===== config.mk =====
export PLATFORM = sky130hd
export DESIGN_NAME = sci_uart_tx
export DESIGN_NICKNAME = d
export VERILOG_FILES = /design/src/rtl/sci_uart_tx.sv
export SDC_FILE = /design/constraint.sdc
export NUM_CORES = 1
export LEC_CHECK = 0
export ABC_AREA = 1
export CAP_MARGIN = 15
export CORE_ASPECT_RATIO = 1.1
export CORE_MARGIN = 10
export CORE_UTILIZATION = 40
export DETAILED_ROUTE_END_ITERATION = 8
export GPL_ROUTABILITY_DRIVEN = 1
export HOLD_SLACK_MARGIN = 0.02
export PLACE_DENSITY_LB_ADDON = 0.1
export SYNTH_ARGS = -nofsm -noshare
export SYNTH_HDL_FRONTEND = slang
export SYNTH_SLANG_ARGS = --single-unit
export TNS_END_PERCENT = 1

===== constraint.sdc =====
create_clock -name clk30 -period 3.2 [get_ports clk30]
set_input_delay 0.96 -clock clk30 [delete_from_list [all_inputs] [get_ports clk30]]
set_output_delay 0.96 -clock clk30 [all_outputs]
set_load 0.05 [all_outputs]

===== src/rtl/sci_uart_tx.sv =====
// SCI transmit path: byte FIFO fed by register writes, drained by an 8N1 serializer.
// The divisor is latched per frame so mid-frame baud_div changes never distort a character.
module sci_uart_tx #(
  parameter int FIFO_DEPTH = 16
) (
  input  logic                            clk30,
  input  logic                            reset,
  input  logic [7:0]                      in_data,
  input  logic                            in_write,
  input  logic [15:0]                     baud_div,
  output logic                            txd,
  output logic                            busy,
  output logic [$clog2(FIFO_DEPTH):0]     fifo_count,
  output logic                            overflow,
  input  logic                            overflow_clear,
  output logic [1:0]                      dbg_state
);

  localparam int AW = $clog2(FIFO_DEPTH);
  localparam int CW = AW + 1;

  typedef enum logic [1:0] {
    IDLE  = 2'd0,
    START = 2'd1,
    DATA  = 2'd2,
    STOP  = 2'd3
  } state_t;

  state_t          state;
  logic [7:0]      mem [FIFO_DEPTH];
  logic [AW-1:0]   wr_ptr;
  logic [AW-1:0]   rd_ptr;
  logic [CW-1:0]   count;
  logic [15:0]     bit_len;
  logic [15:0]     period_cnt;
  logic [2:0]      bit_cnt;
  logic [7:0]      shift_q;

  logic            fifo_empty;
  logic            fifo_full;
  logic            bit_end;
  logic            pop;
  logic            push;
  logic            drop;
  logic [15:0]     baud_eff;

  // Handshake: in_write is a one-cycle strobe with no ready; a byte offered to a
  // full FIFO is accepted only if the serializer pops in that same cycle, else dropped.
  always_comb begin
    fifo_empty = (count == '0);
    fifo_full  = (count == CW'(FIFO_DEPTH));
    bit_end    = (period_cnt == bit_len - 16'd1);
    pop        = !fifo_empty && ((state == IDLE) || ((state == STOP) && bit_end));
    push       = in_write && (!fifo_full || pop);
    drop       = in_write && fifo_full && !pop;
    baud_eff   = (baud_div < 16'd2) ? 16'd2 : baud_div;
  end

  always_ff @(posedge clk30) begin
    if (push) begin
      mem[wr_ptr] <= in_data;
    end
  end

  always_ff @(posedge clk30) begin
    if (reset) begin
      wr_ptr   <= '0;
      rd_ptr   <= '0;
      count    <= '0;
      overflow <= 1'b0;
    end else begin
      if (push) begin
        wr_ptr <= wr_ptr + 1'b1;
      end
      if (pop) begin
        rd_ptr <= rd_ptr + 1'b1;
      end
      if (push && !pop) begin
        count <= count + 1'b1;
      end else if (pop && !push) begin
        count <= count - 1'b1;
      end
      if (drop) begin
        overflow <= 1'b1;
      end else if (overflow_clear) begin
        overflow <= 1'b0;
      end
    end
  end

  // txd is registered from the current state, so the line trails the FSM by one cycle;
  // every bit still lasts exactly bit_len cycles.
  always_ff @(posedge clk30) begin
    if (reset) begin
      state      <= IDLE;
      txd        <= 1'b1;
      bit_len    <= 16'd2;
      period_cnt <= '0;
      bit_cnt    <= '0;
      shift_q    <= '0;
    end else begin
      case (state)
        START:   txd <= 1'b0;
        DATA:    txd <= shift_q[0];
        default: txd <= 1'b1;
      endcase

      if (state == IDLE || bit_end) begin
        period_cnt <= '0;
      end else begin
        period_cnt <= period_cnt + 16'd1;
      end

      case (state)
        IDLE: begin
          if (!fifo_empty) begin
            state   <= START;
            shift_q <= mem[rd_ptr];
            bit_len <= baud_eff;
          end
        end
        START: begin
          if (bit_end) begin
            state   <= DATA;
            bit_cnt <= '0;
          end
        end
        DATA: begin
          if (bit_end) begin
            shift_q <= {1'b0, shift_q[7:1]};
            if (bit_cnt == 3'd7) begin
              state <= STOP;
            end else begin
              bit_cnt <= bit_cnt + 3'd1;
            end
          end
        end
        STOP: begin
          if (bit_end) begin
            if (!fifo_empty) begin
              state   <= START;
              shift_q <= mem[rd_ptr];
              bit_len <= baud_eff;
            end else begin
              state <= IDLE;
            end
          end
        end
        default: state <= IDLE;
      endcase
    end
  end

  assign busy       = (state != IDLE) || (count != '0);
  assign fifo_count = count;
  assign dbg_state  = state;

endmodule


==> run_results.csv <==
group,metric,value,unit
outcome,run_status,"finished, final reports clean",
power,worst_ir_drop_vdd,0.490,mV
drt,drtPass1Iterations,4,
die,start_util,0.408,
cts,cts.path.max_buffers,2,
cts,numClockSinks,192,
cts,cts_tree,"yes",
yosys,mappedNetlistArea,8740,um^2
drt,wl,21300,um
global_route,grt_first_pass_wirelength,33900,um
drt,highest_layer,"met4",
global_route,pin_count_of_the_biggest_net_entering_global_routing,33,
yosys,synth.ff_latch_count,192,
yosys,post_synth_xor_area_fraction,0.0260,
global_route,grt_antenna_before_repair,0,
critical_path,critical_path.reg2reg.startpoint,"bit_len[1]",
layout,most_frequent_cells_in_the_layout,"nor2_1 (180), edfxtp_1 (128), nand2_1 (126), o21ai_0 (91), inv_1 (63)",
die,floorplan.die_area,28200,um^2
yosys,synthMuxAreaShare,0,
yosys,syn-mean-instance-area,9.56,um^2
critical_path,timing_worst_setup_path_type,"flip-flop to flip-flop",
yosys,synth_cell_types,38,
worst_hold_path,hold_end,"overflow",
worst_hold_path,worst_hold_startpoint,"overflow",
power,total_switching_power,3.43,mW
critical_path,worst-path-max-fanout,5,
timing,setup_violation_total_in_the_final_timing_report,0,
layout,drive_above_1_share,0.148,
yosys,synth_sequential_area_ratio,0.586,
layout,finish.utilization,0.492,
yosys,dominantRegCellSynth,"edfxtp_1",
global_route,globalRouteOverflowTotal,0,
timing,timing_worst_slew_pin_value,0.683,ns
drt,drtIter0Drc,342,
drt,final_antenna_net_count,0,
worst_hold_path,hp-class,"flip-flop to flip-flop",
yosys,adder_cell_share_of_the_synthesized_area,0.0295,
critical_path,type_of_element_launching_the_critical_path,"flip-flop",
cts,cts_made_buffers,17,
drt,wl_met2,10700,um
layout,fin_nets,1047,
power,final_power,8.80,mW
run,max-cap-violations,0,
yosys,dominant_cells_by_area_after_synthesis,"edfxtp_1 (44%), dfxtp_1 (15%), nor2_1 (8.0%), nand2_1 (5.7%), o21ai_0 (5.3%)",
global_route,grt_usage,0.151,
placed_design,place.detailed.hpwl,14200,um
timing,rsz0062_at_grt,"yes",
layout,nFillCells,2059,
timing,finalHoldViolCount,0,
yosys,synthesis.instances,915,
drt,detailroute.wirelength.met3,628,um
cts,clk_transition_reported_paths,0.07,ns
yosys,simple_logic_cell_fraction_of_the_synthesized_area,0.204,
critical_path,critical_path.n_buffers_inverters,3,
critical_path,worstPathCellList,"buf_6, nor2_4, nand2_4, nor2_4, nand2_1, nand2_2, nand2_1, inv_1, nand2_2, nor2_4, nand4_1, nand2_1, nand2_2, ha_4, buf_6, fa_2, nor2_2, a211oi_2, nand2_1, nand2_1, nor2_2, o21ai_1, a21oi_1",
yosys,syn_nets,963,
global_route,first_global_vias,6390,
yosys,main_combinational_cell_family_by_area_after_synthesis,"simple AND/OR/NAND/NOR gates",
timing,skew,0.0119,ns
timing,timing.final.crit_share,0.938,
critical_path,crit_path_end_kind,"flip-flop",
yosys,fraction_of_registers_with_async_set_or_reset_after_synthesis,0,
power,p_comb_frac,0.397,
critical_path,cpLargestDelayFamily,"simple AND/OR/NAND/NOR gates",
critical_path,critical_path_cell_count,23,
power,sequentialPowerShare,0.356,
critical_path,critical_path.most_common_cell,"nand2_1",
critical_path,worst-endpoint-required,3.57,ns
die,floorplan.die.width,161,um
timing,fmax,333,MHz
timing,totalNegativeSetupSlack,0,ns
layout,layout_commonest_cell,"nor2_1",
die,boundaryPins,38,
cts,postCtsHoldBufs,0,
yosys,synth_top_area_frac,0.440,
timing,maxSlewHeadroom,0.543,
critical_path,ff2ff_setup_slack,0.20,ns
critical_path,slowest_stage,"fa_2",
yosys,synth_compound_area_frac,0.107,
worst_hold_path,worst_hold_path.num_cells,2,
critical_path,r2r_cells,23,
yosys,post_synth_edffs,128,
timing,final.min_clock_period,3.00,ns
yosys,synth-warning-count,0,
cts,cts.root.buffer_cell,"clkbuf_16",
drt,met1Wirelength,9610,um
timing,hold_ws,0.468,ns
layout,antenna_cells,0,
power,switching_share,0.390,
die,core.rowCount,56,
critical_path,timing.critical_path.arrival,3.37,ns
drt,drcViolationCount,0,
critical_path,cpPeakStageDelay,0.36,ns
timing,number_of_max_slew_violations_in_the_final_report,0,
power,clock_power_share,0.247,
power,cell_internal_pwr,5.37,mW
power,leakage_power_figure,4.00,nW
die,vertical_die_dimension,175,um
placed_design,routabilityCongestion,0.803,
power,powerDensity,835,nW/um^2
drt,drt-vias-per-instance,5.00,
layout,areaGrowthSynthToFinish,20.5,%
drt,via_count,6506,
cts,clk_latency,0.44,ns
drt,drt-wirelength-per-cell,16.4,um
critical_path,crit-reg2reg-capture,"fifo_count[4]",
placed_design,buffer_ports.inserted,37,
cts,htreeDepth,4,
yosys,yosysTopAreaCell,"edfxtp_1",
die,placeableCoreArea,21400,um^2
[worst max path at each step]
| stage | end | slack (ns) | startpoint |
|---|---|---|---|
| after floorplan | fifo_count[4] | 0.03 | bit_len[0] |
| after global placement | fifo_count[4] | -0.04 | bit_len[0] |
| after detailed placement | fifo_count[4] | -0.08 | bit_len[0] |
| after CTS | fifo_count[4] | 0.02 | bit_len[1] |
| after global routing | fifo_count[4] | -0.06 | bit_len[7] |
| final | fifo_count[4] | 0.20 | bit_len[1] |
[power groups by stage]
| stage | registers, mW | logic [mW] | clock network [mW] |
|---|---|---|---|
| after CTS | 3.12 | 3.36 | 2.22 |
| after floorplan | 3.22 | 2.18 | 0 |
| after global routing | 3.17 | 3.94 | 2.32 |
| after global placement | 3.17 | 3.19 | 0 |
| after detailed placement | 3.17 | 3.20 | 0 |
| final | 3.13 | 3.50 | 2.18 |
[through the flow]
stage                     worst slack (ns)  cell area [um^2]  cells
final                                0.199             10500   1302
after global routing               -0.0586             10500   1302
after CTS                           0.0232             10400   1299
after detailed placement           -0.0844              9680   1254
after global placement             -0.0403              9680   1254
after floorplan                     0.0264              8740    915
[logic make-up (layout without fill, tap and decap cells)]
logic type / Yosys count / in the layout
and+or+nand+nor: 411 / 411
DFF: 192 / 192
AOI/OAI and AO/OA: 160 / 160
buffers and inverters: 106 / 203
xor gates and xnor gates: 26 / 26
adders and majority gates: 20 / 20
[layer usage]
metal	up-vias	global-route usage
met4	0	0.0512
met3	28	0.0282
met5	-	0
li1	3299	-
met1	3086	0.185
met2	93	0.262
[what timing repair did]
item | 4_1_cts | 5_1_grt
setup buffers | 13 | 3
endpoints found under the hold margin | 0 | 0
resized for setup | 8 | 31
pin swaps | 10 | 28
endpoints found under the setup margin | 1 | 3
[worst register-to-register path, stage by stage, from the launching register on]
cell	delay (ns)
dfxtp_2	0.33
buf_6	0.11
nor2_4	0.11
nand2_4	0.09
nor2_4	0.17
nand2_1	0.08
nand2_2	0.08
nand2_1	0.05
inv_1	0.06
nand2_2	0.07
nor2_4	0.14
nand4_1	0.19
nand2_1	0.15
nand2_2	0.09
ha_4	0.18
buf_6	0.11
fa_2	0.36
nor2_2	0.13
a211oi_2	0.05
nand2_1	0.07
nand2_1	0.05
nor2_2	0.09
o21ai_1	0.08
a21oi_1	0.11
[sequential cells by signal, indices dropped and copies added (netlist names), named ones only]
register and count:
bit_cnt 3, bit_len 16, dbg_state 2, fifo_count 5, mem 128, overflow 1, period_cnt 16, rd_ptr 4
shift_q 8, txd 1, wr_ptr 4
[cells in the mapped netlist, drive strengths merged (2+ instances only)]
master	instances
o21ai	96
o22ai	4
nor4	3
inv	67
clkbuf	30
and3	2
nor2	197
a21oi	23
nand4	8
o221ai	29
xnor2	13
nor3b	6
or2	2
ha	19
nand2	141
buf	4
nor3	6
dfxtp	64
nand3	42
clkinv	5
xor2	13
edfxtp	128
nand3b	4
o211ai	5
[final cells by class]
| type | instances | area [um^2] | area share |
|---|---|---|---|
| Tap cell | 290 | 363 | 0.0344 |
| Inverter | 72 | 274 | 0.0260 |
| Clock inverter | 15 | 175 | 0.0166 |
| Timing Repair Buffer | 99 | 841 | 0.0798 |
| Multi-Input combinational cell | 617 | 3330 | 0.316 |
| Sequential cell | 192 | 5130 | 0.487 |
| Clock buffer | 17 | 425 | 0.0404 |
No activity file was read; power rests on OpenSTA's default activity.
